===== config.mk =====
export PLATFORM = sky130hd
export DESIGN_NAME = time_base_bcd
export DESIGN_NICKNAME = d
export VERILOG_FILES = /design/src/rtl/clock_pkg.sv /design/src/rtl/bcd_digit_counter.sv /design/src/rtl/time_base_bcd.sv
export SDC_FILE = /design/constraint.sdc
export NUM_CORES = 1
export LEC_CHECK = 0
export CAP_MARGIN = 15
export CORE_MARGIN = 5
export CORE_UTILIZATION = 55
export CTS_CLUSTER_DIAMETER = 200
export DETAILED_ROUTE_END_ITERATION = 8
export GPL_TIMING_DRIVEN = 1
export PLACE_DENSITY = 0.89
export SYNTH_ARGS = -nofsm -noshare
export SYNTH_HDL_FRONTEND = slang
export SYNTH_SLANG_ARGS = --single-unit

===== constraint.sdc =====
create_clock -name clk -period 2.53 [get_ports clk]
set_clock_uncertainty 0.05 [all_clocks]
set_input_delay 0.506 -clock clk [delete_from_list [all_inputs] [get_ports clk]]
set_output_delay 0.506 -clock clk [all_outputs]
set_load 0.01 [all_outputs]

===== src/rtl/clock_pkg.sv =====
// clock_pkg: shared field encodings, digit limits and FSM states for the digital clock
package clock_pkg;
    localparam logic [1:0] SEL_MIN  = 2'd0;
    localparam logic [1:0] SEL_HOUR = 2'd1;
    localparam logic [1:0] SEL_DAY  = 2'd2;
    localparam logic [2:0] DAY_MIN = 3'd1;
    localparam logic [2:0] DAY_MAX = 3'd7;
    localparam logic [3:0] BCD_MAX_ONES = 4'd9;
    localparam logic [3:0] BCD_MAX_TENS = 4'd5;
    localparam logic [3:0] BCD_MAX_HOUR = 4'd2;
    localparam logic [3:0] HOUR_MAX_H = 4'd2;
    localparam logic [3:0] HOUR_MAX_L = 4'd3;
    typedef enum logic {RUN = 1'b0, SET = 1'b1} state_t;
endpackage


===== src/rtl/bcd_digit_counter.sv =====
// bcd_digit_counter: single BCD digit wrapping MAX->0 with a combinational carry on the wrap
module bcd_digit_counter #(
    parameter logic [3:0] MAX = 4'd9
) (
    input  logic       clk,
    input  logic       rst_n,
    input  logic       inc,
    input  logic       clr,
    output logic [3:0] count,
    output logic       carry
);
    assign carry = inc && count == MAX;
    always_ff @(posedge clk or negedge rst_n)
        if (!rst_n)
            count <= '0;
        else if (clr)
            count <= '0;
        else if (inc)
            count <= carry ? '0 : count + 4'd1;
endmodule


===== src/rtl/time_base_bcd.sv =====
// time_base_bcd: one-second prescaler and BCD seconds/minutes/hours/day-of-week with manual set mode
module time_base_bcd
    import clock_pkg::*;
#(
    parameter int TICKS_PER_SEC = 50_000_000
) (
    input  logic       clk,
    input  logic       rst_n,
    input  logic       set_en,
    input  logic [1:0] set_sel,
    input  logic       set_inc,
    output logic [3:0] sec_l,
    output logic [3:0] sec_h,
    output logic [3:0] min_l,
    output logic [3:0] min_h,
    output logic [3:0] hour_l,
    output logic [3:0] hour_h,
    output logic [2:0] day,
    output logic       sec_tick
);
    localparam int PW = $clog2(TICKS_PER_SEC);
    localparam logic [PW-1:0] LAST = PW'(TICKS_PER_SEC - 1);
    state_t state;
    logic [PW-1:0] presc;
    logic enter_set, tick, set_step, counting;
    logic sec_l_c, sec_h_c, min_l_c, min_h_c;
    logic hour_wrap, hour_inc, day_inc;
    // The SET request wins over a coincident second advance
    assign counting  = state == RUN && !set_en;
    assign enter_set = state == RUN && set_en;
    assign tick      = counting && presc == LAST;
    assign set_step  = state == SET && set_inc;
    assign hour_wrap = hour_h == HOUR_MAX_H && hour_l == HOUR_MAX_L;
    assign hour_inc  = (tick && min_h_c) || (set_step && set_sel == SEL_HOUR);
    assign day_inc   = (tick && min_h_c && hour_wrap) || (set_step && set_sel == SEL_DAY);
    always_ff @(posedge clk or negedge rst_n)
        if (!rst_n) begin
            state    <= RUN;
            presc    <= '0;
            sec_tick <= 1'b0;
        end else begin
            state    <= set_en ? SET : RUN;
            presc    <= (counting && !tick) ? presc + 1'b1 : '0;
            sec_tick <= tick;
        end
    bcd_digit_counter #(.MAX(BCD_MAX_ONES)) u_sec_l (
        .clk(clk), .rst_n(rst_n), .inc(tick), .clr(enter_set), .count(sec_l), .carry(sec_l_c)
    );
    bcd_digit_counter #(.MAX(BCD_MAX_TENS)) u_sec_h (
        .clk(clk), .rst_n(rst_n), .inc(sec_l_c), .clr(enter_set), .count(sec_h), .carry(sec_h_c)
    );
    bcd_digit_counter #(.MAX(BCD_MAX_ONES)) u_min_l (
        .clk(clk), .rst_n(rst_n), .inc(sec_h_c || (set_step && set_sel == SEL_MIN)),
        .clr(1'b0), .count(min_l), .carry(min_l_c)
    );
    bcd_digit_counter #(.MAX(BCD_MAX_TENS)) u_min_h (
        .clk(clk), .rst_n(rst_n), .inc(min_l_c), .clr(1'b0), .count(min_h), .carry(min_h_c)
    );
    always_ff @(posedge clk or negedge rst_n)
        if (!rst_n) begin
            hour_h <= '0;
            hour_l <= '0;
        end else if (hour_inc) begin
            hour_h <= hour_wrap ? '0 : (hour_l == BCD_MAX_ONES ? hour_h + 4'd1 : hour_h);
            hour_l <= (hour_wrap || hour_l == BCD_MAX_ONES) ? '0 : hour_l + 4'd1;
        end
    always_ff @(posedge clk or negedge rst_n)
        if (!rst_n)
            day <= DAY_MIN;
        else if (day_inc)
            day <= day == DAY_MAX ? DAY_MIN : day + 3'd1;
endmodule


* Word level (Yosys, flattened, before mapping)
Cells that the tools add are included.
** Operators by class
- Add/sub/neg operators :: 8
- Bitwise logic cells :: 1
- Mux-type cells :: 14
- Equal/unequal tests :: 11
- Reduce and logical (&&, ||, !) cells :: 26
** Operators by type and width (number)
- two-way mux 4 bit :: 11
- adder 26 x 1 -> 26 bit, second input constant :: 1
- == test 26 bit, second input constant :: 1
- two-way mux 26 bit :: 1
- adder 4 x 1 -> 4 bit, second input constant :: 6
- logical AND 1 bit :: 15
- == test 4 bit, second input constant :: 3
- == test 4 x 2 -> 1 bit, second input constant :: 2
- == test 4 x 3 -> 1 bit, second input constant :: 2
- nonzero test 2 bit :: 3
- logical OR 1 bit :: 4
- adder 3 x 1 -> 3 bit, second input constant :: 1
- == test 3 bit, second input constant :: 1
- two-way mux 3 bit :: 1
- == test 2 x 1 -> 1 bit, second input constant :: 1
- == test 2 bit, second input constant :: 1
- zero test 1 bit :: 2
- zero test 2 bit :: 1
- AND reduction 2 bit :: 1
- two-way mux 1 bit :: 1
- inverter 1 bit :: 1
** Storage, ports and cells
- Word-level logic and storage cells :: 70
- Bits in registers :: 55
- Output and inout bits :: 28

* Logic depth before layout (Yosys ltp)
Gate-level depths: netlist (run 1).
- Depth after elaboration :: 11
- Mapped depth :: 7
- Mapped depth without buffers :: 7

* By module
From an unflattened synthesis (run 1), not the netlist that was laid out.
** Second synthesis, totals
- Cell total of the unflattened synthesis :: 309
- Area total of the unflattened synthesis :: 3019.1 sq um
** By module, submodules not included
- time_base_bcd :: instances 1, cells an instance 207, area each 2075.7 sq um
- bcd_digit_counter (u_min_l ...) :: instances 2, cells an instance 26, area each 237.7 sq um
- bcd_digit_counter (u_min_h ...) :: instances 2, cells an instance 25, area each 234.0 sq um

* Least setup slack after synthesis (run 1)
OpenSTA, ideal clock, no wires.
- Kind :: reg2reg
- From :: register presc[9]
- To :: register day[1]
- Setup time :: 0.125 ns
- Period minus slack after synthesis :: 2.227 ns
- Data required time :: 2.355 ns
- Arrival :: 2.053 ns
- Stages on the path, launching flop included :: 6
- Setup slack :: 0.303 ns
- Path through :: dfrtp_1 -> or4_4 -> nor4_4 -> nand4_2 -> o21ai_2 -> mux2_2
** Between the ends
- Longest elaborated chain between the ends :: 10
** RTL lines
- start, declared :: RTL line time_base_bcd.sv:24 : logic [PW-1:0] presc;
- start signal, assigned :: RTL line time_base_bcd.sv:43 : presc <= (counting && !tick) ? presc + 1'b1 : '0;
- == test 26 bit * :: RTL line time_base_bcd.sv:31 : assign tick = counting && presc == LAST;
- logical AND 1 bit * :: RTL line time_base_bcd.sv:31
- logical AND 1 bit (2 in a row) :: RTL line bcd_digit_counter.sv:12 : assign carry = inc && count == MAX;
- logical OR 1 bit :: RTL line time_base_bcd.sv:53 : .clk(clk), .rst_n(rst_n), .inc(sec_h_c || (set_step && set_sel == SEL_MIN)),
- logical AND 1 bit (2 in a row) :: RTL line bcd_digit_counter.sv:12
- logical AND 1 bit * (2 in a row) :: RTL line time_base_bcd.sv:35 : assign day_inc = (tick && min_h_c && hour_wrap) || (set_step && set_sel == SEL_DAY);
- logical OR 1 bit * :: RTL line time_base_bcd.sv:35
- end signal, assigned :: RTL line time_base_bcd.sv:71 : day <= day == DAY_MAX ? DAY_MIN : day + 3'd1;
- end, declared :: RTL line time_base_bcd.sv:18 : output logic [2:0] day,
Mark *: on every way between the ends. The rest lies on a longest branch, timed or not.
A chain may end at the register's enable or synchronous reset.

* Worst setup path in the final report (run 1)
- From :: input set_en
- To :: register day[1]
** Between the ends
- Longest elaborated chain between the ends :: 11
** RTL lines
- start, declared :: RTL line time_base_bcd.sv:9 : input logic set_en,
- zero test 1 bit * :: RTL line time_base_bcd.sv:29 : assign counting = state == RUN && !set_en;
- logical AND 1 bit * :: RTL line time_base_bcd.sv:29
- logical AND 1 bit * :: RTL line time_base_bcd.sv:31
- logical AND 1 bit (2 in a row) :: RTL line bcd_digit_counter.sv:12
- logical OR 1 bit :: RTL line time_base_bcd.sv:53
- logical AND 1 bit (2 in a row) :: RTL line bcd_digit_counter.sv:12
- logical AND 1 bit * (2 in a row) :: RTL line time_base_bcd.sv:35
- logical OR 1 bit * :: RTL line time_base_bcd.sv:35
Marks and branches as above.

==> results.json, run 1 <==
{
  "outcome": "complete, no violations",
  "initial_utilization_pct": 56.0,
  "crit-reg2reg-launch": "presc[12]$_DFF_PN0_",
  "layout.cells.non_filler": 421,
  "max-slew-margin-rel_pct": 53.7,
  "timing.critical_path.to_type": "flop",
  "achievable-frequency_mhz": 429,
  "vias": 2315,
  "synthArstFlopShare_pct": 100,
  "syn2layout_area_growth_pct": 20.1,
  "synth_enable_flop_cells": 0,
  "1st_iter_drt_viols": 85,
  "num_io_pins": 34,
  "timing.max_cap.violations": 0,
  "proportion_of_power_drawn_by_the_clock_network_pct": 19.9,
  "yosysWarningCount": 0,
  "final_critical_path_required_period_ns": 2.33,
  "grt_max_degree": 31,
  "synth_nets": 319,
  "stdcell_area_um2": 3660,
  "unrepaired_setup_endpoints_after_global_routing": "no",
  "grt_first_pass_wirelength_um": 10600,
  "number_of_antenna_violations_at_the_first_check_in_global_routing": 0,
  "synth.top_cells.by_area": "sky130_fd_sc_hd__dfrtp_1, sky130_fd_sc_hd__ha_1, sky130_fd_sc_hd__nor2_1",
  "power.internal_uw": 1670,
  "power.switching_fraction_pct": 33.4,
  "worstSetupStartpoint": "set_en",
  "grt.overflow.total": 0,
  "clk_latency_ns": 0.32,
  "critPathArrivalTime_ns": 2.50,
  "detail_route.first_pass.iterations": 4,
  "placed_cell_area_um2": 3570,
  "timing.final.ws_setup_ns": 0.201,
  "total_power_uw": 2510,
  "share_comb_of_total_power_pct": 33.1,
  "remaining_drc_errors": 0,
  "routed_wirelength_um": 6140,
  "hpwlAfterDp_um": 4660,
  "finalNetCount": 369,
  "antenna-diode-count": 0,
  "synth_area_per_cell_um2": 10.2,
  "combined_area_of_all_synthesized_cells_um2": 3050,
  "dp_slack_ns": -0.150,
  "placement.io_buffers": 33,
  "synth_ff_type": "sky130_fd_sc_hd__dfrtp_1",
  "total_switching_power_uw": 838,
  "numCtsBuffers": 5,
  "wl_per_cell_um": 14.6,
  "clock-root-buffer": "sky130_fd_sc_hd__clkbuf_8",
  "die_area_um2": 7130,
  "finalCritPeriodShare_pct": 92.0,
  "cellLeakagePower_uw": 0.00159,
  "globalRouteTotalUtil_pct": 18.0,
  "powerDensity_nw_per_um2": 685,
  "ir_drop_mv": 0.419,
  "cts_repair_resize_count": 0,
  "timing_max_transition_violations_final": 0,
  "synth_sequential_area_ratio_pct": 45.2,
  "std_cell_rows": 27,
  "routed_via_density": 5.50,
  "report.final.setup_viol": 0,
  "postCtsSetupRepairBufs": 0,
  "worst-path-max-fanout": 7,
  "ff2ff_setup_slack_ns": 0.22,
  "criticalPathCategory": "in2reg",
  "fp.dieH_um": 84.4,
  "worst_setup_hold_path_clk_slew_ns": 0.11,
  "cts_htree_levels": 2,
  "drt.antenna.violating_nets": 0,
  "grt_pass1_vias": 2252,
  "synth_top_area_share_pct": 44.3,
  "hold_class": "in2async",
  "synthesis.instances": 298,
  "synth_cell_types": 50,
  "cp.required_ns": 2.70,
  "layout-drive-gt1-share_pct": 15.2,
  "cts_sinks": 55,
  "seq_power_share_pct": 47.0,
  "cts_tree": "built",
  "worst_pin_slew_ns": 0.695,
  "most_common_library_cell_in_the_layout_ignoring_fill_and_taps": "sky130_fd_sc_hd__dfrtp_1",
  "routabilityCongestion": 0.830,
  "timing.hold.ws_ns": 0.170,
  "timing.final.hold_violations": 0,
  "cts_hold_repair.buffers": 0,
  "layout.cells.most_common_list": "sky130_fd_sc_hd__dfrtp_1, sky130_fd_sc_hd__nor2_1, sky130_fd_sc_hd__clkdlybuf4s50_1",
  "die_width_um": 84.4,
  "place_inst": 413,
  "cts_buffer_depth": 2,
  "post-synth-top-area-cell": "sky130_fd_sc_hd__dfrtp_1",
  "setup.worst_path.start_class": "primary input",
  "design.core.area_um2": 5440,
  "postSynthRegisterBits": 55
}
## kinds of logic after synthesis
kind of cell / count (synthesis) / synth area share, %
and+or+nand+nor: 138 / 26.3
DFF: 55 / 45.2
AOI/OAI and AO/OA: 30 / 6.98
xor gates and xnor gates: 25 / 7.18
buffers and inverters: 19 / 2.34
muxes: 16 / 5.87
adders and majority gates: 15 / 6.16
## final timing paths
check,endpoint,cells after the start
setup reg to reg,day[1]$_DFFE_PN0P_,5
hold / removal,hour_h[3]$_DFFE_PN0P_,1
min in group clk,presc[0]$_DFF_PN0_,1
max in group asynchronous,presc[25]$_DFF_PN0_,2
hold reg to reg,presc[0]$_DFF_PN0_,1
setup / recovery,day[1]$_DFFE_PN0P_,6
## state kept, by name, summed over array words and instances (netlist names)
signal,flops
hour_h,4
hour_l,4
day,3
u_sec_l.count,4
u_min_h.count,4
presc,26
sec_tick,1
u_sec_h.count,4
state,1
u_min_l.count,4
## metal layers
| metal | track usage (%) | up-vias | routed length, um |
|---|---|---|---|
| met3 | 3.63 | 7 | 275 |
| met2 | 30.7 | 45 | 3080 |
| met1 | 23.4 | 1116 | 2710 |
| met4 | 4.89 | 0 | 72 |
| met5 | 0 | - | 0 |
| li1 | - | 1147 | - |
## stage by stage
| step | util (%) | setup TNS (ns) |
|---|---|---|
| finish | 67.3 | 0 |
| global route | 67.3 | 0 |
| CTS | 67.3 | 0 |
| detailed placement | 65.6 | -1.32 |
| global placement | 65.6 | -0.391 |
| floorplan | - | 0 |
## area by class of cell
cell class	count	area (um^2)
sequential	55	1380
fill	405	1780
tap	72	90.1
clock buffer	5	68.8
timing repair buffer	47	443
inverter	15	56.3
multi-input combinational	224	1600
clock inverter	3	25.0
## power by group through the flow
stage / Clock (uW) / Sequential [uW] / Combinational [uW]
finish: 499 / 1180 / 831
detailed placement: 0 / 1200 / 838
floorplan: 0 / 1220 / 379
CTS: 517 / 1180 / 843
global route: 557 / 1210 / 907
global placement: 0 / 1180 / 788
## synthesized netlist by cell type, types with 5 or more instances
| cell type | n |
|---|---|
| sky130_fd_sc_hd__a21oi_1 | 7 |
| sky130_fd_sc_hd__dfrtp_1 | 54 |
| sky130_fd_sc_hd__ha_1 | 15 |
| sky130_fd_sc_hd__inv_1 | 15 |
| sky130_fd_sc_hd__mux2_2 | 11 |
| sky130_fd_sc_hd__nand2_1 | 17 |
| sky130_fd_sc_hd__nand3_1 | 19 |
| sky130_fd_sc_hd__nand4_1 | 6 |
| sky130_fd_sc_hd__nor2_1 | 49 |
| sky130_fd_sc_hd__nor3_1 | 5 |
| sky130_fd_sc_hd__xnor2_1 | 6 |
| sky130_fd_sc_hd__xor2_1 | 19 |
## worst max-delay path: stages
cell,delay (ns)
sky130_fd_sc_hd__clkdlybuf4s50_1,0.45
sky130_fd_sc_hd__nand4bb_1,0.29
sky130_fd_sc_hd__nor4_4,0.32
sky130_fd_sc_hd__nand4_2,0.30
sky130_fd_sc_hd__o21ai_2,0.28
sky130_fd_sc_hd__mux2_2,0.35
No activity file was read; power rests on OpenSTA's default activity.
==> run 2, diff against run 1 <==
--- a/config.mk
+++ b/config.mk
@@ -7,11 +7,12 @@
 export LEC_CHECK = 0
 export CAP_MARGIN = 15
 export CORE_MARGIN = 5
-export CORE_UTILIZATION = 55
+export CORE_UTILIZATION = 30
 export CTS_CLUSTER_DIAMETER = 200
 export DETAILED_ROUTE_END_ITERATION = 8
 export GPL_TIMING_DRIVEN = 1
-export PLACE_DENSITY = 0.89
+export PLACE_DENSITY = 0.59
 export SYNTH_ARGS = -nofsm -noshare
 export SYNTH_HDL_FRONTEND = slang
+export SYNTH_HIERARCHICAL = 1
 export SYNTH_SLANG_ARGS = --single-unit
==> run 2 against run 1 <==
- the flow now finishes with violations (negative setup slack)
- register-to-register slack got worse by 1.1 ns
- die area rose by 71%
- critical path depth grew 10
- critical path type is now reg2reg
- critical endpoint is now hour_h[0]$_DFFE_PN0P_
- largest power group unchanged
==> results.json, run 2 <==
{
  "outcome": "finished, violations left",
  "violated_checks": "negative setup slack",
  "cts_sinks": 55,
  "combined_area_of_all_synthesized_cells_um2": 3020,
  "synth_ff_type": "sky130_fd_sc_hd__dfrtp_1",
  "hold_class": "in2async",
  "synth_cell_types": 47,
  "most_common_library_cell_in_the_layout_ignoring_fill_and_taps": "sky130_fd_sc_hd__buf_4",
  "cts_buffer_depth": 2,
  "placement.io_buffers": 33,
  "cp.required_ns": 2.68,
  "vias": 2565,
  "synth.top_cells.by_area": "sky130_fd_sc_hd__dfrtp_1, sky130_fd_sc_hd__ha_1, sky130_fd_sc_hd__nor2_1",
  "timing.final.ws_setup_ns": -0.871,
  "hpwlAfterDp_um": 5210,
  "ff2ff_setup_slack_ns": -0.87,
  "crit-reg2reg-launch": "presc[11]$_DFF_PN0_",
  "multi_input_comb_area_um2": 1760,
  "globalRouteTotalUtil_pct": 13.1,
  "clk_latency_ns": 0.31,
  "nFillCells": 959,
  "top_register": "presc",
  "routed_wirelength_um": 7160,
  "1st_iter_drt_viols": 106,
  "syn2layout_area_growth_pct": 45.3,
  "layout-drive-gt1-share_pct": 29.6,
  "std_cell_rows": 36,
  "synthesis.instances": 309,
  "die_width_um": 110,
  "timing.final.hold_violations": 0,
  "criticalPathCategory": "reg2reg",
  "synthArstFlopShare_pct": 100,
  "worst_pin_slew_ns": 0.615,
  "critPathArrivalTime_ns": 3.55,
  "layout.cells.non_filler": 565,
  "capturing_point_of_the_worst_reg2reg_path": "hour_h[0]$_DFFE_PN0P_",
  "regArea_um2": 1380,
  "detail_route.first_pass.iterations": 4,
  "timing_max_transition_violations_final": 0,
  "finalNetCount": 452,
  "cts_htree_levels": 2,
  "yosysWarningCount": 6,
  "number_of_antenna_violations_at_the_first_check_in_global_routing": 0,
  "flip_flop_count_of_the_largest_register_after_layout": 26,
  "synth_area_per_cell_um2": 9.77,
  "worst_setup_hold_path_clk_slew_ns": 0.10,
  "cellLeakagePower_uw": 0.00194,
  "numCtsBuffers": 5,
  "worstRegToRegCells": 16,
  "achievable-frequency_mhz": 294,
  "fp.dieH_um": 110,
  "die_area_um2": 12200,
  "ir_drop_mv": 0.254,
  "synth.cells.most_frequent": "sky130_fd_sc_hd__dfrtp_1, sky130_fd_sc_hd__nor2_1, sky130_fd_sc_hd__nand2_1",
  "grt_max_degree": 32,
  "synth_sequential_area_ratio_pct": 45.6,
  "totalNegativeSetupSlack_ns": -10.96,
  "synth_top_area_share_pct": 44.8,
  "synth_enable_flop_cells": 0,
  "dp_slack_ns": -0.855,
  "initial_utilization_pct": 30.9,
  "yosys.cell_count.top_type": "sky130_fd_sc_hd__dfrtp_1",
  "grt_pass1_vias": 2712,
  "timing.critical_path.to_type": "flop",
  "num_io_pins": 34,
  "place_inst": 542,
  "max-slew-margin-rel_pct": 59.0,
  "clock-root-buffer": "sky130_fd_sc_hd__clkbuf_8",
  "post-synth-top-area-cell": "sky130_fd_sc_hd__dfrtp_1",
  "antenna-diode-count": 0,
  "layout.cells.most_common_list": "sky130_fd_sc_hd__buf_4, sky130_fd_sc_hd__dfrtp_1, sky130_fd_sc_hd__nor2_1",
  "cts_tree": "built",
  "routed_via_density": 4.54,
  "postSynthRegisterBits": 55,
  "remaining_drc_errors": 0,
  "wl_per_cell_um": 12.7,
  "final_critical_path_required_period_ns": 3.40,
  "report.final.setup_viol": 18,
  "grt.overflow.total": 0,
  "drt.antenna.violating_nets": 0,
  "powerDensity_nw_per_um2": 460,
  "finalCritPeriodShare_pct": 134,
  "timing.max_cap.violations": 0,
  "finish.utilization_pct": 44.9,
  "design.core.area_um2": 9770,
  "routabilityCongestion": 0.804,
  "unrepaired_setup_endpoints_after_global_routing": "yes",
  "setup.worst_path.start_class": "flop",
  "worst-path-max-fanout": 6,
  "grt_first_pass_wirelength_um": 12800
}
run 2: changes by cell type after synthesis, moves of 4 or more:
cell                       delta
sky130_fd_sc_hd__mux2_2      -11
sky130_fd_sc_hd__nand2_1     +11
sky130_fd_sc_hd__mux2_1       +9
sky130_fd_sc_hd__and2_1       +4
sky130_fd_sc_hd__buf_2        +4
sky130_fd_sc_hd__clkbuf_1     -4
sky130_fd_sc_hd__mux2i_1      -4
sky130_fd_sc_hd__nand3b_1     +4
sky130_fd_sc_hd__nand4_1      +4
run 2: metal layers:
metal | share of wire [%] | wire length, um | global-route usage [%] | up-vias
met5 | 0 | 0 | 0 | -
met4 | 0.64 | 46 | 2.81 | 0
met3 | 3.2 | 229 | 2.33 | 4
met2 | 50 | 3560 | 22.7 | 27
met1 | 46 | 3320 | 17.2 | 1224
li1 | - | - | - | 1310
run 2: cells by family after synthesis:
logic type | share of synthesized area [%]
DFF | 45.6
xor gates and xnor gates | 7.25
other | 0.124
adders and majority gates | 6.22
and+or+nand+nor | 26.3
buffers and inverters | 2.40
AOI/OAI and AO/OA | 8.70
muxes | 3.36
run 2: what timing repair did:
action | in CTS | in global routing
setup endpoints to repair | 15 | 21
gates resized for setup | 15 | 16
pin swaps | 12 | 21
buffers inserted | 27 | 11
hold buffers | 0 | 0
run 2: report_power, final:
group	leakage [uW]	internal [uW]	total (uW)	switching [uW]
clock	0.0000482	222	507	285
combinational	0.00114	278	480	202
sequential	0.000748	948	1030	82.3
total	0.00194	1450	2020	569
run 2: final cells by class:
class                           count  share of cell area [%]
Clock buffer                        7                    1.97
Clock inverter                      1                   0.114
Inverter                           12                    1.08
Multi-Input combinational cell    246                    40.1
Sequential cell                    55                    31.4
Tap cell                          133                    3.79
Timing Repair Buffer              111                    21.6
run 2: per-stage QoR:
step	total power (uW)	area (um^2)	hold WS, ns
finish	2020	4390	0.150
global placement	1480	4080	0.430
global route	2140	4390	0.186
CTS	2040	4430	0.163
floorplan	1270	3140	0.160
detailed placement	1490	4080	0.459
run 2: how the worst max path moves through the flow:
stage,start,to,depth (start not counted)
after global placement,presc[11]$_DFF_PN0_,hour_h[0]$_DFFE_PN0P_,16
after detailed placement,presc[11]$_DFF_PN0_,hour_h[0]$_DFFE_PN0P_,16
after CTS,presc[1]$_DFF_PN0_,hour_h[1]$_DFFE_PN0P_,17
after global routing,presc[16]$_DFF_PN0_,hour_h[0]$_DFFE_PN0P_,16
final,presc[11]$_DFF_PN0_,hour_h[0]$_DFFE_PN0P_,16
after floorplan,presc[11]$_DFF_PN0_,hour_h[0]$_DFFE_PN0P_,17
run 2: critical path, stage by stage, from the launching register on:
cell                       delay, ns
sky130_fd_sc_hd__dfrtp_1        0.41
sky130_fd_sc_hd__nor4b_4        0.30
sky130_fd_sc_hd__nand3_1        0.10
sky130_fd_sc_hd__or3_4          0.39
sky130_fd_sc_hd__nor3_4         0.21
sky130_fd_sc_hd__inv_2          0.07
sky130_fd_sc_hd__nor2_4         0.08
sky130_fd_sc_hd__and2_4         0.15
sky130_fd_sc_hd__inv_4          0.03
sky130_fd_sc_hd__o31ai_4        0.05
sky130_fd_sc_hd__inv_2          0.09
sky130_fd_sc_hd__nor2_4         0.09
sky130_fd_sc_hd__and2_4         0.16
sky130_fd_sc_hd__nand2_4        0.04
sky130_fd_sc_hd__or4_4          0.56
sky130_fd_sc_hd__a21boi_4       0.19
sky130_fd_sc_hd__mux2_4         0.32
==> run 3, diff against run 2 <==
--- a/config.mk
+++ b/config.mk
@@ -6,12 +6,14 @@
 export NUM_CORES = 1
 export LEC_CHECK = 0
 export CAP_MARGIN = 15
+export CELL_PAD_IN_SITES_DETAIL_PLACEMENT = 1
+export CELL_PAD_IN_SITES_GLOBAL_PLACEMENT = 2
 export CORE_MARGIN = 5
 export CORE_UTILIZATION = 30
 export CTS_CLUSTER_DIAMETER = 200
 export DETAILED_ROUTE_END_ITERATION = 8
 export GPL_TIMING_DRIVEN = 1
-export PLACE_DENSITY = 0.59
+export PLACE_DENSITY = 0.8
 export SYNTH_ARGS = -nofsm -noshare
 export SYNTH_HDL_FRONTEND = slang
 export SYNTH_HIERARCHICAL = 1
==> constraint.sdc (replaced) <==
create_clock -name clk -period 3.65 [get_ports clk]
set_clock_uncertainty 0.05 [all_clocks]
set_input_delay 0.73 -clock clk [delete_from_list [all_inputs] [get_ports clk]]
set_output_delay 0.73 -clock clk [all_outputs]
set_load 0.01 [all_outputs]
==> run 3 against run 2 <==
- the run now ends clean
- maximum frequency fell by 1.9%
- design area fell by 12%
- cell count fell by 9.9%
- critical path depth did not move
- setup slack improved by 1.1 ns
- sequential power fell by 30%
- non-clock buffer count fell by 56
- sequential cell count did not move
- hold slack improved by 0.30 ns
- routed wire length rose by 4.0%
- sequential share of layout area rose by 4.1 points
==> results.json, run 3 (synthesized netlist as in run 2, its figures left out) <==
{
  "max-slew-margin-rel_pct": 43.8,
  "crit_path_buf_inv_count": 3,
  "routabilityCongestion": 0.773,
  "hold_class": "reg2reg",
  "timing.max_cap.violations": 0,
  "timing_max_transition_violations_final": 0,
  "worst_path_max_delay_cell": "sky130_fd_sc_hd__or4_4",
  "worst_setup_hold_path_clk_slew_ns": 0.11,
  "cellLeakagePower_uw": 0.00160,
  "number_of_antenna_violations_at_the_first_check_in_global_routing": 0,
  "grt_pass1_vias": 2553,
  "detail_route.first_pass.iterations": 5,
  "finish.utilization_pct": 39.7,
  "highest_utilization_routing_layer_at_the_global_route_stage": "met2",
  "top_register": "presc",
  "timing.critical_path.to_type": "flop",
  "most_common_library_cell_in_the_layout_ignoring_fill_and_taps": "sky130_fd_sc_hd__dfrtp_1",
  "powerDensity_nw_per_um2": 353,
  "finalCritPeriodShare_pct": 95.0,
  "critPathArrivalTime_ns": 3.63,
  "vias": 2460,
  "hpwlAfterDp_um": 5450,
  "final_critical_path_required_period_ns": 3.47,
  "grt_use_met1_pct": 15.7,
  "setup.worst_path.start_class": "flop",
  "outcome": "complete, no violations",
  "layout-drive-gt1-share_pct": 16.5,
  "grt_first_pass_wirelength_um": 12500,
  "report.final.setup_viol": 0,
  "ir_drop_mv": 0.153,
  "wl_per_cell_um": 14.6,
  "placement.io_buffers": 33,
  "routed_via_density": 4.83,
  "remaining_drc_errors": 0,
  "initial_utilization_pct": 30.9,
  "antenna-diode-count": 0,
  "nFillCells": 1143,
  "gr-usage-met2_pct": 23.6,
  "cts_buffer_depth": 2,
  "die_width_um": 110,
  "cts_hold_repair.buffers": 0,
  "timing.hold.ws_ns": 0.447,
  "drt.antenna.violating_nets": 0,
  "syn2layout_area_growth_pct": 28.5,
  "stdcell_area_um2": 3880,
  "grt_max_degree": 56,
  "worst_path_most_repeated_cell": "sky130_fd_sc_hd__inv_2",
  "worst_pin_slew_ns": 0.841,
  "num_io_pins": 34,
  "unrepaired_setup_endpoints_after_global_routing": "no",
  "clk_latency_ns": 0.32,
  "1st_iter_drt_viols": 66,
  "fp.dieH_um": 110,
  "total_power_uw": 1370,
  "multi_input_comb_area_um2": 1710,
  "timing.final.hold_violations": 0,
  "clock-root-buffer": "sky130_fd_sc_hd__clkbuf_8",
  "std_cell_rows": 36,
  "achievable-frequency_mhz": 288,
  "regArea_um2": 1380,
  "design.core.area_um2": 9770,
  "routed_wirelength_um": 7450,
  "criticalPathCategory": "reg2reg",
  "numCtsBuffers": 5,
  "cts_tree": "built",
  "cts_sinks": 55,
  "flip_flop_count_of_the_largest_register_after_layout": 26,
  "grt.overflow.total": 0,
  "worst_path_dominant_cell_family": "simple AND/OR/NAND/NOR gates",
  "cp_cell_sequence": "nor4b_4, nand3_1, or3_4, nor3_4, inv_2, nor2_4, and2_4, inv_2, o31ai_4, inv_2, nor2_2, and2_4, nand2_4, or4_4, a21boi_4, mux2_4",
  "crit_path_max_incr_delay_ns": 0.56,
  "met3_layer_usage_reported_by_global_route_pct": 2.62,
  "cp.required_ns": 3.81,
  "layout.cells.most_common_list": "sky130_fd_sc_hd__dfrtp_1, sky130_fd_sc_hd__nor2_1, sky130_fd_sc_hd__clkdlybuf4s50_1",
  "globalRouteTotalUtil_pct": 12.9,
  "placed_cell_area_um2": 3660,
  "totalNegativeSetupSlack_ns": 0,
  "finalNetCount": 396,
  "worst-path-max-fanout": 6,
  "cts_htree_levels": 2,
  "die_area_um2": 12200
}
[run 3: cell types whose count changed in the layout (fill, tap and decap cells not counted), moves of 3 or more]
| cell | before | now |
|---|---|---|
| sky130_fd_sc_hd__buf_6 | 6 | 0 |
| sky130_fd_sc_hd__mux2_1 | 2 | 7 |
| sky130_fd_sc_hd__mux2_4 | 7 | 2 |
| sky130_fd_sc_hd__buf_4 | 71 | 22 |
| sky130_fd_sc_hd__a21oi_2 | 6 | 3 |
| sky130_fd_sc_hd__a21oi_1 | 6 | 9 |
[run 3: cell type report]
class,instances,area share [%]
multi-input combinational,246,44.2
sequential,55,35.5
timing repair buffer,55,12.6
tap,133,4.29
clock buffer,6,1.87
inverter,12,1.16
clock inverter,2,0.322
[run 3: per-layer routing]
layer | vias up | part of all wire [%]
met2 | 37 | 50
met3 | 4 | 4.0
met1 | 1229 | 45
li1 | 1190 | -
met4 | 0 | 0.46
met5 | - | 0
[run 3: power by group]
| group | total, uW | switching [uW] | internal (uW) |
|---|---|---|---|
| combinational | 305 | 136 | 169 |
| clock | 347 | 212 | 135 |
| sequential | 717 | 59.4 | 657 |
[run 3: worst register-to-register path, delay by kind of cell, from the launching register on]
kind | cells | cell delay (ns)
compound gates | 2 | 0.25
buf+inv | 3 | 0.19
flops | 1 | 0.44
mux | 1 | 0.31
simple gates | 10 | 2.13
[run 3: timing repair]
item	CTS	global route
endpoints found under the setup margin	0	8
resized for setup	0	19
buffers inserted	0	7
hold endpoints to repair	0	0
[run 3: metrics by stage]
| step | std cells | setup slack (ns) |
|---|---|---|
| 3_5_place_dp | 494 | 0.00142 |
| 2_1_floorplan | 318 | 0.000457 |
| 3_3_place_gp | 494 | 0.124 |
| 5_1_grt | 509 | 0.0105 |
| 4_1_cts | 502 | 0.00414 |
| 6_report | 509 | 0.183 |
[run 3: final timing paths]
path | cells after the start | slack, ns | end | start
setup / recovery | 16 | 0.18 | hour_h[1]$_DFFE_PN0P_ | presc[11]$_DFF_PN0_
setup reg to reg | 16 | 0.18 | hour_h[1]$_DFFE_PN0P_ | presc[11]$_DFF_PN0_
hold reg to reg | 1 | 0.45 | hour_h[3]$_DFFE_PN0P_ | hour_h[3]$_DFFE_PN0P_
min in group asynchronous | 2 | 0.48 | hour_h[1]$_DFFE_PN0P_ | rst_n
hold / removal | 1 | 0.45 | hour_h[3]$_DFFE_PN0P_ | hour_h[3]$_DFFE_PN0P_
max in group asynchronous | 2 | 2.56 | presc[8]$_DFF_PN0_ | rst_n
